File: src/rtl/riscv_uart_programmer_pkg.sv
// Shared encodings for the UART programmer: frame FSM states and frame geometry.
// Latency: n/a (constants only).  Backpressure: n/a.
package riscv_uart_programmer_pkg;

  localparam logic [2:0] UPG_ST_IDLE = 3'd0;
  localparam logic [2:0] UPG_ST_HDR0 = 3'd1;
  localparam logic [2:0] UPG_ST_HDR1 = 3'd2;
  localparam logic [2:0] UPG_ST_DATA = 3'd3;
  localparam logic [2:0] UPG_ST_DONE = 3'd4;
  localparam logic [2:0] UPG_ST_ERR  = 3'd5;
  localparam logic [2:0] UPG_ST_CSUM = 3'd6;

  localparam int UPG_HDR_BYTES  = 2;
  localparam int UPG_WORD_BYTES = 4;

endpackage

File: src/rtl/riscv_uart_rx.sv
// 8N1 UART receiver: 2-FF synchroniser, mid-bit sampling, one-cycle byte_valid / frame_err.
// Latency: byte_valid one cycle after the mid-stop-bit sample.  Backpressure: none; byte is lost if unused.
module riscv_uart_rx #(
  parameter int DIV = 16
) (
  input  logic       clk,
  input  logic       rst,
  input  logic       rx,
  output logic [7:0] rx_byte,
  output logic       byte_valid,
  output logic       frame_err
);

  localparam int CW = (DIV > 2) ? $clog2(DIV) : 1;
  localparam logic [CW-1:0] HALF_M1 = CW'(DIV / 2 - 1);
  localparam logic [CW-1:0] FULL_M1 = CW'(DIV - 1);

  localparam logic [1:0] RX_IDLE  = 2'd0;
  localparam logic [1:0] RX_START = 2'd1;
  localparam logic [1:0] RX_DATA  = 2'd2;
  localparam logic [1:0] RX_STOP  = 2'd3;

  logic          rx_m, rx_s, rx_d;
  logic [1:0]    st;
  logic [CW-1:0] cnt;
  logic [2:0]    bit_idx;
  logic [7:0]    sh;

  always_ff @(posedge clk) begin
    if (rst) begin
      rx_m       <= 1'b1;
      rx_s       <= 1'b1;
      rx_d       <= 1'b1;
      st         <= RX_IDLE;
      cnt        <= '0;
      bit_idx    <= '0;
      sh         <= '0;
      rx_byte    <= '0;
      byte_valid <= 1'b0;
      frame_err  <= 1'b0;
    end else begin
      rx_m       <= rx;
      rx_s       <= rx_m;
      rx_d       <= rx_s;
      byte_valid <= 1'b0;
      frame_err  <= 1'b0;
      case (st)
        RX_IDLE: begin
          cnt <= '0;
          if (rx_d && !rx_s) st <= RX_START;
        end
        RX_START: begin
          // A line that is high again at mid-start was only a glitch.
          if (cnt == HALF_M1) begin
            cnt     <= '0;
            bit_idx <= '0;
            st      <= rx_s ? RX_IDLE : RX_DATA;
          end else begin
            cnt <= cnt + 1'b1;
          end
        end
        RX_DATA: begin
          if (cnt == FULL_M1) begin
            cnt     <= '0;
            sh      <= {rx_s, sh[7:1]};
            bit_idx <= bit_idx + 1'b1;
            if (bit_idx == 3'd7) st <= RX_STOP;
          end else begin
            cnt <= cnt + 1'b1;
          end
        end
        default: begin
          if (cnt == FULL_M1) begin
            cnt <= '0;
            st  <= RX_IDLE;
            if (rx_s) begin
              rx_byte    <= sh;
              byte_valid <= 1'b1;
            end else begin
              frame_err  <= 1'b1;
            end
          end else begin
            cnt <= cnt + 1'b1;
          end
        end
      endcase
    end
  end

endmodule

File: src/rtl/riscv_uart_programmer.sv
// UART frame programmer: header N, then N little-endian words written as upg_* strobes (RISCV_UPG_CHECKSUM_EN adds an XOR trailer byte).
// Latency: write strobe one cycle after the 4th byte of a word.  Backpressure: none; the upg_* sink must accept every strobe.
module riscv_uart_programmer
  import riscv_uart_programmer_pkg::*;
#(
  parameter int CLK_FREQ    = 100000000,
  parameter int BAUD        = 115200,
  parameter int ADDR_W      = 14,
  parameter int TIMEOUT_CYC = 2000000
) (
  input  logic              clk,
  input  logic              rst,
  input  logic              rx,
  output logic              upg_rst_o,
  output logic              upg_wen_o,
  output logic [ADDR_W-1:0] upg_adr_o,
  output logic [31:0]       upg_dat_o,
  output logic              upg_done_o,
  output logic              upg_err_o
);

  localparam int DIV_RAW = CLK_FREQ / BAUD;
  localparam int DIV     = (DIV_RAW < 4) ? 4 : DIV_RAW;
  localparam int TW      = $clog2(TIMEOUT_CYC + 1);
`ifdef RISCV_UPG_CHECKSUM_EN
  localparam logic [2:0] FRAME_END = UPG_ST_CSUM;
`else
  localparam logic [2:0] FRAME_END = UPG_ST_DONE;
`endif

  logic [7:0]                   rx_byte;
  logic                         byte_valid, frame_err;
  logic [2:0]                   state;
  logic [8*UPG_HDR_BYTES-1:0]   n_words;
  logic [8*UPG_HDR_BYTES-1:0]   n_next;
  logic [ADDR_W:0]              idx;
  logic [1:0]                   byte_idx;
  logic [31:0]                  word;
  logic [TW-1:0]                tcnt;
  logic                         timed_out;
`ifdef RISCV_UPG_CHECKSUM_EN
  logic [7:0]                   csum;
`endif

  riscv_uart_rx #(.DIV(DIV)) u_rx (
    .clk        (clk),
    .rst        (rst),
    .rx         (rx),
    .rx_byte    (rx_byte),
    .byte_valid (byte_valid),
    .frame_err  (frame_err)
  );

  // A byte landing on the expiry cycle wins over the timeout.
  assign timed_out  = (tcnt == TW'(TIMEOUT_CYC - 1)) && !byte_valid;
  assign n_next     = {rx_byte, n_words[7:0]};
  assign upg_rst_o  = (state != UPG_ST_DATA) && (state != UPG_ST_CSUM);
  assign upg_done_o = (state == UPG_ST_DONE);
  assign upg_err_o  = (state == UPG_ST_ERR);
  assign upg_adr_o  = idx[ADDR_W-1:0];

  always_ff @(posedge clk) begin
    if (rst) begin
      state     <= UPG_ST_IDLE;
      n_words   <= '0;
      idx       <= '0;
      byte_idx  <= '0;
      word      <= '0;
      tcnt      <= '0;
      upg_wen_o <= 1'b0;
      upg_dat_o <= '0;
`ifdef RISCV_UPG_CHECKSUM_EN
      csum      <= '0;
`endif
    end else begin
      upg_wen_o <= 1'b0;
      if (frame_err) begin
        state <= UPG_ST_ERR;
      end else begin
        case (state)
          UPG_ST_IDLE, UPG_ST_HDR0, UPG_ST_DONE, UPG_ST_ERR: begin
            if (byte_valid) begin
              n_words[7:0] <= rx_byte;
              tcnt         <= '0;
              state        <= UPG_ST_HDR1;
            end
          end
          UPG_ST_HDR1: begin
            if (byte_valid) begin
              n_words[15:8] <= rx_byte;
              tcnt          <= '0;
              idx           <= '0;
              byte_idx      <= '0;
`ifdef RISCV_UPG_CHECKSUM_EN
              csum          <= '0;
`endif
              if (n_next == '0)                            state <= FRAME_END;
              else if (32'(n_next) > (32'd1 << ADDR_W))    state <= UPG_ST_ERR;
              else                                         state <= UPG_ST_DATA;
            end else if (timed_out) begin
              state <= UPG_ST_ERR;
            end else begin
              tcnt <= tcnt + 1'b1;
            end
          end
          UPG_ST_DATA: begin
            // idx advances in the cycle after its strobe, so upg_adr_o is stable during the strobe.
            if (upg_wen_o) begin
              idx <= idx + 1'b1;
              if (32'(idx) + 32'd1 == 32'(n_words)) state <= FRAME_END;
            end
            if (byte_valid) begin
              word[8*byte_idx +: 8] <= rx_byte;
              byte_idx              <= byte_idx + 1'b1;
              tcnt                  <= '0;
`ifdef RISCV_UPG_CHECKSUM_EN
              csum                  <= csum ^ rx_byte;
`endif
              if (byte_idx == 2'(UPG_WORD_BYTES - 1)) begin
                upg_wen_o <= 1'b1;
                upg_dat_o <= {rx_byte, word[23:0]};
              end
            end else if (timed_out) begin
              state <= UPG_ST_ERR;
            end else begin
              tcnt <= tcnt + 1'b1;
            end
          end
`ifdef RISCV_UPG_CHECKSUM_EN
          UPG_ST_CSUM: begin
            if (byte_valid) begin
              state <= (rx_byte == csum) ? UPG_ST_DONE : UPG_ST_ERR;
            end else if (timed_out) begin
              state <= UPG_ST_ERR;
            end else begin
              tcnt <= tcnt + 1'b1;
            end
          end
`endif
          default: state <= UPG_ST_IDLE;
        endcase
      end
    end
  end

endmodule

File: config.mk
export PLATFORM = sky130hd
export DESIGN_NAME = riscv_uart_programmer
export DESIGN_NICKNAME = d
export VERILOG_FILES = /design/src/rtl/riscv_uart_programmer_pkg.sv /design/src/rtl/riscv_uart_rx.sv /design/src/rtl/riscv_uart_programmer.sv
export SDC_FILE = /design/constraint.sdc
export NUM_CORES = 1
export LEC_CHECK = 0
export CAP_MARGIN = 20
export CORE_ASPECT_RATIO = 1.25
export CORE_UTILIZATION = 35
export DETAILED_ROUTE_END_ITERATION = 8
export DONT_BUFFER_PORTS = 1
export PLACE_DENSITY = 0.55
export SYNTH_ARGS = -nofsm -noshare
export SYNTH_HDL_FRONTEND = slang
export SYNTH_SLANG_ARGS = --single-unit
File: constraint.sdc
create_clock -name clk -period 2.7 [get_ports clk]
set_input_delay 0.54 -clock clk [delete_from_list [all_inputs] [get_ports clk]]
set_output_delay 0.54 -clock clk [all_outputs]
set_load 0.01 [all_outputs]
=== Word level (Yosys, flattened, before mapping) ===
Index checks and enable logic that the tools add are counted.

* $add $sub $neg: 7
* Magnitude comparators: 1
* Equality and inequality tests: 27
* Shifts and indexed selects: 2
* Muxes and demuxes: 38
* Bitwise operators: 5
* Reductions and logical operators: 31

{| class="wikitable"
|+ Operators with widths
! operator !! count
|-
| $mux 21 || 3
|-
| $pmux 21 s2 || 1
|-
| $mux 3 || 12
|-
| $neg 5->34 || 1
|-
| $shift 8x34->32 const A || 1
|-
| $shiftx 8x34->32 || 1
|-
| $bwmux 32 || 1
|-
| $mux 15 || 2
|-
| $pmux 15 s2 || 1
|-
| $add 21x1->21 const B || 1
|-
| $eq 21x21->1 const B || 1
|-
| $mux 10 || 2
|-
| $pmux 10 s2 || 1
|-
| $add 15x1->16 const B || 1
|-
| $eq 16x16->1 || 1
|-
| $gt 16x15->1 const B || 1
|-
| $logic_not 16->1 || 1
|-
| $mux 2 || 8
|-
| $reduce_and 4->1 || 4
|-
| $add 15x1->15 const B || 1
|-
| $reduce_and 3->1 || 5
|-
| $ne 2x1->1 const B || 7
|-
| $add 10x1->10 const B || 1
|-
| $eq 10x10->1 const B || 1
|-
| 31 further kinds || 52
|}

* Flip-flop bits (word level): 158
* Input port bits: 3
* Output and inout bits: 50

=== Depth between registers and ports, before layout ===
* Depth in word-level cells: 8
* Gate-level depth with buffers: 10
* Mapped depth without buffers: 8

=== Hierarchy ===
From an unflattened synthesis, not the netlist that was laid out.

* Cell total of the unflattened synthesis: 869
* Area total of the unflattened synthesis: 7,123.1 sq um

{| class="wikitable"
|+ By module, submodules not included
! module !! times used !! cells each !! area an instance (sq um)
|-
| riscv_uart_programmer || 1 || 698 || 5,615.4
|-
| riscv_uart_rx || 1 || 171 || 1,507.7
|}

=== Worst setup path before layout ===
No wires, ideal clock.

* Kind: register to register
* Start: reg idx[0]
* End: reg state[0]
* Library setup time: 0.123 ns
* Arrival: 1.990 ns
* Path slack: 0.587 ns
* Stages on the path, launching flop included: 9
* Cell sequence: dfxtp_1 -> ha_1 -> nand3_2 -> nor4_4 -> nand3_2 -> mux2i_1 -> o2111ai_1 -> and4b_1 -> o21ai_0

* Longest elaborated chain between the ends: 8

{| class="wikitable"
|+ Ends and longest elaborated chain
! element !! RTL line !! RTL
|-
| start, declared || riscv_uart_programmer.sv:36 || <nowiki>logic [ADDR_W:0] idx;</nowiki>
|-
| start signal, assigned || riscv_uart_programmer.sv:109 || <nowiki>idx <= idx + 1'b1;</nowiki>
|-
| $add 15x1->16 (*) || riscv_uart_programmer.sv:110 || <nowiki>if (32'(idx) + 32'd1 == 32'(n_words)) state <= FRAME_END;</nowiki>
|-
| $eq 16x16->1 (*) || riscv_uart_programmer.sv:110 ||
|-
| $mux 3 (*) || riscv_uart_programmer.sv:110 ||
|-
| $mux 3 (*) || riscv_uart_programmer.sv:108 || <nowiki>if (upg_wen_o) begin</nowiki>
|-
| $mux 3 || riscv_uart_programmer.sv:123 || <nowiki>end else if (timed_out) begin</nowiki>
|-
| $mux 3 (*) || riscv_uart_programmer.sv:112 || <nowiki>if (byte_valid) begin</nowiki>
|-
| $pmux 3 s3 (*) || riscv_uart_programmer.sv:80 || <nowiki>case (state)</nowiki>
|-
| $mux 3 (*) || riscv_uart_programmer.sv:77 || <nowiki>if (frame_err) begin</nowiki>
|-
| end signal, assigned || riscv_uart_programmer.sv:78 || <nowiki>state <= UPG_ST_ERR;</nowiki>
|-
| end signal, assigned || riscv_uart_programmer.sv:85 || <nowiki>state <= UPG_ST_HDR1;</nowiki>
|-
| end signal, assigned || riscv_uart_programmer.sv:124 || <nowiki>state <= UPG_ST_ERR;</nowiki>
|-
| end, declared || riscv_uart_programmer.sv:33 || <nowiki>logic [2:0] state;</nowiki>
|}

Mark *: on every way between the ends. The rest lies on a longest branch, timed or not.
A chain may end at the register's enable or synchronous reset.

=== Worst setup path in the final report ===
* Start: reg idx[4]
* End: reg state[0]

Same word-level chain as after synthesis.

==> results.cfg <==
[run]
max_cap_viol_count = 0

[sta]
relSlewSlack_pct = 61.7
fin_ws_ns = 0.434
min_period_ns = 2.27
fin_worst_skew_ns = 0.00916
finalMaxSlewViolations = 0
worst_pin_slew_ns = 0.573
setup_viol = 0
rsz0062_at_grt = no
finalCritPeriodShare_pct = 83.9
max_clock_freq_ghz = 0.441
hold_viol_final = 0
finalSetupTns_ns = 0

[place]
place_ws_ns = 0.416
place.gp.congestion = 0.823
place_area_um2 = 7160
dp_hpwl_um = 11200
port_buffers = 0

[logic_synthesis]
syn_nets = 898
ys_types = 66
ys_seq_area_share_pct = 42.7
syn_inst = 879
synth_area_um2 = 7030
yosysWarnings = 0
synth_edf_count = 0
syn_area_per_cell_um2 = 8.00
synthArstFlopShare_pct = 0
dominantRegCellSynth = dfxtp_1
yosys_register_bits = 150

[critical_path]
cp_cell_sequence = nand2_1 -> nor4_4 -> nand3_2 -> mux2i_1 -> o2111ai_1 -> and4b_1 -> o21ai_0
r2r-end = state[0]
critPathLaunchType = flop
endpoint_kind = flop
cpPeakStageDelay_ns = 0.60
crit_family = simple AND/OR/NAND/NOR gates
reg2reg_from = idx[4]
critical_path_class = reg -> reg
path_max_fanout = 11
rr_worst_depth = 7
critical_path.slowest_cell = dfxtp_1
regToRegSetupSlack_ns = 0.43
cp.required_ns = 3.02
path_buf_inv = 0
cp.arrival_ns = 2.58

[die]
start_util_pct = 36.0
rows = 57
die-area_um2 = 20700
core_um2 = 19500
die_h_um = 160
die_width_um = 129
io_pins = 53

[finish]
finalInstanceArea_um2 = 7790
syn_to_final_growth_pct = 10.8
drive_above_1_share_pct = 8.91
final_nets = 870
n_antenna_cell = 0

[drt]
wl_per_cell_um = 15.0
vias = 5751
ant_nets = 0
wirelength_um = 16900
drt_pre_antenna_iters = 5
drc = 0
dr.first_iter.drc_count = 426
viasPerCell = 5.09

[grt]
grt_max_degree = 123
antenna_found_initial = 0
overflow = 0
grt_pass1_vias = 5478
grt_pass1_wl_um = 28400
gr-usage-all-layers_pct = 17.6

[clock_network]
clockBufferDepth = 2
clock-sinks = 150
clock-root-buffer = clkbuf_16
clkTransAtPathRegs_ns = 0.07
cts_max_level = 4
cts_hold_buf = 0
cts_tree = yes
numCtsBuffers = 17
clkLatencyLatePin_ns = 0.43
post_cts_buffers = 0
cts_resized = 0

[power]
p_total_mw = 5.00
power_leakage_nw = 2.64
ir_worst_vdd_v = 0.000458
powerDensity_nw_per_um2 = 642

[worst_hold_path]
holdPathStages = 1
hold_end = tcnt[19]
worstHoldPathType = in -> reg
min-delay-start = rst

[status]
status = completed
[per-layer routing]
metal	vias up	share of wire, %	GRT usage (%)
met1	2700	46	22.2
met3	21	3.8	4.16
met2	95	48	28.6
li1	2935	-	-
met5	-	0	0
met4	0	1.6	7.06
[registers in the layout, indices dropped and copies added (netlist names)]
signal and cells:
byte_idx 2, idx 15, n_words 16, state 3, tcnt 21, u_rx.bit_idx 3, u_rx.byte_valid 1, u_rx.cnt 10
u_rx.frame_err 1, u_rx.rx_byte 8, u_rx.rx_d 1, u_rx.rx_m 1, u_rx.rx_s 1, u_rx.sh 8, u_rx.st 2, upg_dat_o 32
upg_wen_o 1, word 24
[cells by family (layout without fill, tap and decap cells)]
family | Yosys count | after routing | synth area share [%]
compound gates | 155 | 155 | 12.6
xor+xnor | 43 | 43 | 5.36
fa+ha+maj | 16 | 16 | 2.85
buf+inv | 77 | 62 | 5.53
flops | 150 | 150 | 42.7
mux | 17 | 17 | 2.42
simple gates | 421 | 421 | 28.6
[stage by stage]
stage | instances | utilization (%) | hold WS [ns]
2_1_floorplan | 879 | - | 0.389
3_3_place_gp | 1097 | 36.7 | 0.394
3_5_place_dp | 1097 | 36.7 | 0.395
4_1_cts | 1129 | 39.9 | 0.175
5_1_grt | 1129 | 39.9 | 0.175
6_report | 1129 | 39.9 | 0.184
[worst max-delay path by stage]
stage / endpoint / slack, ns / start / cells after the start
after detailed placement: state[0] / 0.42 / idx[0] / 8
after global placement: tcnt[7] / 0.47 / tcnt[0] / 8
after floorplan: state[0] / 0.59 / idx[0] / 8
after global routing: state[0] / 0.17 / idx[4] / 7
after CTS: state[0] / 0.42 / idx[4] / 7
final: state[0] / 0.43 / idx[4] / 7
[report_power, final]
group          switching, mW  leakage, nW  internal, mW
registers             0.0259         1.21          2.23
logic                  0.119         1.12        0.0673
clock network           1.05        0.307          1.51
total                   1.19         2.64          3.81
[final cells by class]
class,count,area (µm²)
fill,2073,11800
multi-input combinational,652,3640
sequential,150,3000
clock buffer,18,439
tap,265,332
clock inverter,14,186
timing repair buffer,17,140
inverter,13,48.8
[cell usage after synthesis (3+ instances only)]
cell type	n	area, µm²
nand3_2	4	40.0
nand4_1	12	75.1
nor3_1	20	100
a21o_1	3	22.5
buf_4	17	128
ha_1	16	200
nor3b_1	3	22.5
xnor2_1	22	193
o31ai_1	3	22.5
and4_1	4	35.0
and2_1	7	43.8
a31oi_1	3	18.8
nand2b_1	9	56.3
nand3_1	47	235
nor2_1	96	360
xor2_1	21	184
nor2b_1	5	31.3
nor4_1	7	43.8
clkbuf_1	35	131
nor3_2	3	30.0
a21oi_1	103	515
or3_1	4	25.0
and3_1	10	62.6
o211ai_1	3	22.5
inv_1	13	48.8
or4_1	3	22.5
o21ai_0	20	100
mux2i_1	17	170
dfxtp_1	150	3000
or2_2	4	25.0
buf_2	8	40.0
nand2_1	165	619
[cells in the final DEF, fill, tap and decap left out, types with 3 or more instances in the layout]
cell	instances
a21o_1	3
dfxtp_1	150
and3_1	10
nand2_1	165
buf_4	16
a31oi_1	3
nor2b_1	5
nand4_1	12
nor3_1	20
o21ai_0	20
clkbuf_16	17
mux2i_1	17
nor3_2	3
nand3_2	4
xnor2_1	22
inv_6	6
bufinv_16	3
nand3_1	47
o31ai_1	3
nand2b_1	9
or2_2	4
or3_1	4
nor3b_1	3
nor2_1	96
and2_1	7
or4_1	3
xor2_1	21
ha_1	16
a21oi_1	103
o211ai_1	3
inv_1	13
nor4_1	7
and4_1	4
(Power assumes the default switching activity.)
